## src/rtl/alu_ctrl_pkg.sv

```systemverilog
// Shared definitions for the ALU command controller and the 4-bit ALU:
// opcode / ALU select encoding, controller state encoding, operand width.
package alu_ctrl_pkg;

    localparam int OPW = 4;

    // Opcodes 000..100 are also the ALU select encoding.
    localparam logic [2:0] OP_ADD = 3'b000;
    localparam logic [2:0] OP_SUB = 3'b001;
    localparam logic [2:0] OP_AND = 3'b010;
    localparam logic [2:0] OP_OR  = 3'b011;
    localparam logic [2:0] OP_XOR = 3'b100;
    localparam logic [2:0] OP_MUL = 3'b101;

    typedef enum logic [1:0] {
        ST_IDLE = 2'd0,
        ST_EXEC = 2'd1,
        ST_MUL  = 2'd2,
        ST_RESP = 2'd3
    } state_e;

    // True for opcodes executed in a single pass through the ALU.
    function automatic logic is_alu_op(input logic [2:0] op);
        return (op <= OP_XOR);
    endfunction

endpackage

```

## src/rtl/alu_cmd_ctrl.sv

```systemverilog
// Command front-end for simple_alu: accepts one command at a time, runs it
// through the external ALU (single pass, or four shift-add passes for MUL)
// and holds a registered response until the consumer takes it.
//
// Handshakes: a transfer happens on a rising edge where valid and ready are
// both 1. cmd_ready is 1 only in IDLE. rsp_valid is 1 only in RESP and the
// rsp_* values stay constant until the edge where rsp_ready is seen.
module alu_cmd_ctrl
    import alu_ctrl_pkg::*;
#(
    parameter int MUL_STEPS = 4
) (
    input  logic           clk,
    input  logic           rst_n,
    input  logic           cmd_valid,
    output logic           cmd_ready,
    input  logic [2:0]     cmd_op,
    input  logic [OPW-1:0] cmd_a,
    input  logic [OPW-1:0] cmd_b,
    output logic [OPW-1:0] alu_a,
    output logic [OPW-1:0] alu_b,
    output logic [2:0]     alu_sel,
    input  logic [OPW-1:0] alu_result,
    input  logic           alu_cout,
    output logic           rsp_valid,
    input  logic           rsp_ready,
    output logic [7:0]     rsp_result,
    output logic           rsp_cout,
    output logic           rsp_zero,
    output logic           rsp_err,
    output logic [1:0]     dbg_state
);

    state_e         state_q, state_d;
    logic [2:0]     op_q, op_d;
    logic [OPW-1:0] a_q, a_d;
    logic [OPW-1:0] b_q, b_d;
    logic [OPW-1:0] hi_q, hi_d;
    logic [OPW-1:0] lo_q, lo_d;
    logic [2:0]     cnt_q, cnt_d;
    logic [7:0]     result_q, result_d;
    logic           cout_q, cout_d;
    logic           err_q, err_d;

    // Shift-add step values for the multiplier.
    logic           mul_c;
    logic [OPW-1:0] mul_s;
    logic [7:0]     mul_next;

    // State and datapath registers with synchronous active-low reset.
    always_ff @(posedge clk) begin
        if (!rst_n) begin
            state_q  <= ST_IDLE;
            op_q     <= '0;
            a_q      <= '0;
            b_q      <= '0;
            hi_q     <= '0;
            lo_q     <= '0;
            cnt_q    <= '0;
            result_q <= '0;
            cout_q   <= 1'b0;
            err_q    <= 1'b0;
        end else begin
            state_q  <= state_d;
            op_q     <= op_d;
            a_q      <= a_d;
            b_q      <= b_d;
            hi_q     <= hi_d;
            lo_q     <= lo_d;
            cnt_q    <= cnt_d;
            result_q <= result_d;
            cout_q   <= cout_d;
            err_q    <= err_d;
        end
    end

    // Next-state, datapath updates and ALU/handshake outputs.
    always_comb begin
        state_d   = state_q;
        op_d      = op_q;
        a_d       = a_q;
        b_d       = b_q;
        hi_d      = hi_q;
        lo_d      = lo_q;
        cnt_d     = cnt_q;
        result_d  = result_q;
        cout_d    = cout_q;
        err_d     = err_q;
        cmd_ready = 1'b0;
        alu_a     = '0;
        alu_b     = '0;
        alu_sel   = '0;
        mul_c     = 1'b0;
        mul_s     = '0;
        mul_next  = '0;

        case (state_q)
            ST_IDLE: begin
                cmd_ready = 1'b1;
                if (cmd_valid) begin
                    op_d = cmd_op;
                    a_d  = cmd_a;
                    b_d  = cmd_b;
                    if (is_alu_op(cmd_op)) begin
                        state_d = ST_EXEC;
                    end else if (cmd_op == OP_MUL) begin
                        hi_d    = '0;
                        lo_d    = cmd_b;
                        cnt_d   = '0;
                        state_d = ST_MUL;
                    end else begin
                        result_d = '0;
                        err_d    = 1'b1;
                        cout_d   = 1'b0;
                        state_d  = ST_RESP;
                    end
                end
            end

            ST_EXEC: begin
                alu_a    = a_q;
                alu_b    = b_q;
                alu_sel  = op_q;
                result_d = {4'b0000, alu_result};
                cout_d   = alu_cout;
                err_d    = 1'b0;
                state_d  = ST_RESP;
            end

            ST_MUL: begin
                // hi accumulates a when the current multiplier bit is set,
                // then {carry, hi, lo} shifts right by one.
                alu_sel = OP_ADD;
                alu_a   = hi_q;
                alu_b   = a_q;
                if (lo_q[0]) begin
                    mul_c = alu_cout;
                    mul_s = alu_result;
                end else begin
                    mul_c = 1'b0;
                    mul_s = hi_q;
                end
                mul_next = {mul_c, mul_s, lo_q[3:1]};
                hi_d     = mul_next[7:4];
                lo_d     = mul_next[3:0];
                cnt_d    = cnt_q + 3'd1;
                if (cnt_q == 3'(MUL_STEPS - 1)) begin
                    result_d = mul_next;
                    cout_d   = 1'b0;
                    err_d    = 1'b0;
                    state_d  = ST_RESP;
                end
            end

            ST_RESP: begin
                if (rsp_ready) begin
                    state_d = ST_IDLE;
                end
            end

            default: state_d = ST_IDLE;
        endcase
    end

    assign rsp_valid  = (state_q == ST_RESP);
    assign rsp_result = result_q;
    assign rsp_cout   = cout_q;
    assign rsp_err    = err_q;
    assign rsp_zero   = (result_q == 8'h00);
    assign dbg_state  = state_q;

endmodule

```

## config.mk

```make
export PLATFORM = sky130hd
export DESIGN_NAME = alu_cmd_ctrl
export DESIGN_NICKNAME = d
export VERILOG_FILES = /design/src/rtl/alu_ctrl_pkg.sv /design/src/rtl/alu_cmd_ctrl.sv
export SDC_FILE = /design/constraint.sdc
export NUM_CORES = 1
export LEC_CHECK = 0
export CAP_MARGIN = 25
export CORE_AREA = 4 4 66 68
export CTS_CLUSTER_DIAMETER = 30
export DETAILED_ROUTE_END_ITERATION = 12
export DIE_AREA = 0 0 70 72
export GPL_ROUTABILITY_DRIVEN = 0
export GPL_TIMING_DRIVEN = 1
export PLACE_DENSITY = 0.87
export SLEW_MARGIN = 20
export SYNTH_ARGS = -nofsm -noshare
export SYNTH_HDL_FRONTEND = slang
export SYNTH_SLANG_ARGS = --single-unit
```

## constraint.sdc

```tcl
create_clock -name clk -period 2.8 [get_ports clk]
set_input_delay 0.7 -clock clk [delete_from_list [all_inputs] [get_ports clk]]
set_output_delay 0.7 -clock clk [all_outputs]
set_load 0.01 [all_outputs]
```

==> results_dict.tcl <==
set metrics [dict create \
    async_flop_share 0 \
    yosys.area.top_type "dfxtp_1" \
    drive_above_1_share 0.130 \
    ys.flop_type "dfxtp_1" \
    post_synth.cell_area_avg_um2 8.78 \
    routedWlPerCell_um 14.7 \
    synth_warnings 0 \
    drtAntennaViolNets 0 \
    cts_root_buf "clkbuf_8" \
    finalHoldViolations 0 \
    antenna_found_initial 0 \
    cts_setup_buffers 0 \
    synthToLayoutAreaGrowth_pct 31.4 \
    synthMuxAreaShare 0.137 \
    start_util 0.498 \
    netlist_area_mm2 0.00192 \
    fp.dieArea_mm2 0.00504 \
    finalWirelength_um 4570 \
    gr-total-overflow 0 \
    crit_type "flop to output port" \
    grt_pass1_wl_um 7210 \
    antenna_cells 0 \
    dp_hpwl_um 3320 \
    yosysSeqAreaShare 0.354 \
    combPwrFrac 0.440 \
    outcome "complete, no violations" \
    synth_fa_ha_area_frac 0.0456 \
    avgViaCountPerCell 5.46 \
    synth_cell_types 41 \
    clk_latency_ns 0.30 \
    slew-limit-headroom 0.460 \
    cp-end-kind "output port" \
    finClkSkew_ns 0.00473 \
    leakagePower_uw 0.000994 \
    fmax_mhz 382 \
    synth_top_family_by_area "simple AND/OR/NAND/NOR gates" \
    fin_util 0.655 \
    portBuffers 45 \
    crit_required_ns 2.10 \
    drtIter0Drc 113 \
    synth_edf_count 0 \
    die_x_um 70 \
    seqPwrFrac 0.320 \
    critPathLaunchType "flop" \
    post-route-period-util 0.936 \
    die_h_um 72 \
    hold_path.class "flop to flop" \
    worstMarginPinSlew_ns 0.809 \
    rsz0062_at_grt "no" \
    setup_viol 0 \
    clock-sinks 34 \
    htree_levels 2 \
    cts_buffers 5 \
    clkTransAtPathRegs_ns 0.07 \
    dp.cells 303 \
    critPathArrivalTime_ns 1.92 \
    synthXorXnorAreaFrac 0 \
    grt_max_degree 18 \
    ios 46 \
    yosys.area_share.simple 0.234 \
    vdd_drop_max_mv 0.424 \
    cap_viol_max_count 0 \
    crit_path_max_fanout 13 \
    ys_ff_latch 34 \
    final_cells 311 \
    nFillCells 340 \
    firstDrtPassIters 4 \
    synth_top_area_frac 0.354 \
    slew_violations 0 \
    cts_buffer_depth 2 \
    synth_compound_area_frac 0.163 \
    power_density_mw_per_mm2 742 \
    timing.setup.tns_ns 0 \
    grt_pass1_vias 1526 \
    p_sw_frac 0.352 \
    core_area_mm2 0.00386 \
    std_cell_rows 23 \
    final_nets 287 \
    dr_total_vias 1698 \
    synth_nets 246 \
    synth_area_leaders "dfxtp_1 (35%), mux2i_1 (9.4%), nand2_1 (9.4%)" \
    clockPowerShare 0.239 \
    period_minus_slack_ns 2.62 \
    track_usage 0.183 \
    cts_tree "yes" \
    internal_power_uw 1210 \
    synthCells 219 \
    power.switching_uw 660 \
    drc_errors 0 \
    postLayoutCellArea_mm2 0.00252 \
    dpl_cell_area_mm2 0.00238 \
]
==> logic make-up (layout without fill, tap and decap cells) <==
logic type,after synthesis,count (layout)
buffers and inverters,23,65
DFF,34,34
muxes,25,25
adders and majority gates,7,7
AOI/OAI and AO/OA,39,39
and+or+nand+nor,91,91
==> metrics by stage <==
step | total power, uW | hold slack [ns] | setup slack, ns
6_report | 1870 | 0.455 | 0.180
5_1_grt | 1980 | 0.470 | 0.0485
4_1_cts | 1830 | 0.459 | 0.0453
3_5_place_dp | 1370 | 0.450 | 0.286
3_3_place_gp | 1350 | 0.438 | 0.372
2_1_floorplan | 1170 | 0.432 | 0.814
==> path summary, 6_finish.rpt <==
| check | startpoint | endpoint | slack (ns) | cells after the start |
|---|---|---|---|---|
| worst max-delay path | dbg_state[1] | alu_b[3] | 0.18 | 4 |
| worst min-delay path | op_q[0] | op_q[0] | 0.45 | 2 |
| worst max register to register | dbg_state[1] | rsp_result[3] | 0.96 | 5 |
| worst min register to register | op_q[0] | op_q[0] | 0.45 | 2 |
==> cell type report <==
class	count	area, um2	share of cell area
timing repair buffer	51	495	0.196
inverter	6	22.5	0.00892
sequential	34	683	0.271
clock buffer	5	68.8	0.0273
clock inverter	3	40.0	0.0159
tap	50	62.6	0.0248
multi-input combinational	162	1150	0.456
==> routing by layer <==
layer,GRT usage,vias up,share of wire
met5,0,-,0
met4,0.0787,0,0.021
met3,0.0609,8,0.060
met2,0.298,55,0.48
met1,0.221,793,0.44
li1,-,842,-
==> placed cells by master (no fill, tap or decap), types with 2 or more instances in the layout <==
cell type and n:
a21oi_1 13, nand2b_1 2, a22oi_1 8, or4_1 2, buf_4 6, nor2_1 2
o2111ai_1 2, ha_4 3, dfxtp_1 32, clkbuf_8 5, nand4_1 4, mux2_2 6
mux2i_1 18, and2_1 5, nand2_1 48, o21ai_0 2, inv_1 6, nor2b_1 11
a22o_1 3, dfxtp_2 2, nand3_1 7, clkdlybuf4s50_1 45, clkinv_2 2, ha_1 4
nand3b_1 4
==> registers in the layout, indices dropped and copies added (netlist names) <==
name / count
rsp_result: 8
cnt_q: 3
rsp_cout: 1
a_q: 4
rsp_err: 1
lo_q: 4
dbg_state: 2
hi_q: 4
op_q: 3
b_q: 4
==> power groups by stage <==
stage                     clock network [uW]  registers (uW)  logic, uW
after detailed placement                   0             601        772
after CTS                                456             591        784
after floorplan                            0             598        568
after global routing                     474             608        897
after global placement                     0             598        755
final                                    449             600        825
==> cells in the mapped netlist, drive strengths merged, types with 2 or more instances <==
library cell and count:
mux2 7, and2 5, clkbuf 7, nor2b 12, nand4 4, or4 2
a31oi 2, nand2 48, o21ai 3, a22o 3, ha 7, nand3 7
buf 10, mux2i 18, a22oi 8, o21a 2, dfxtp 34, a21oi 13
o2111ai 2, nand2b 2, nand3b 4, nor2 2, inv 6
==> repair_timing <==
action / 4_1_cts / 5_1_grt
hold buffers: 0 / 0
cloned: 0 / 0
gates resized for setup: 2 / 6
setup endpoints to repair: 2 / 8
pin swaps: 0 / 0
==> critical path, cell delays in order, from the launching register on <==
cell and delay (ns):
dfxtp_2 0.40, inv_1 0.13, ha_4 0.36, nor2b_1 0.17, clkdlybuf4s50_1 0.56
Note: power is estimated with default switching activity, not from simulation.
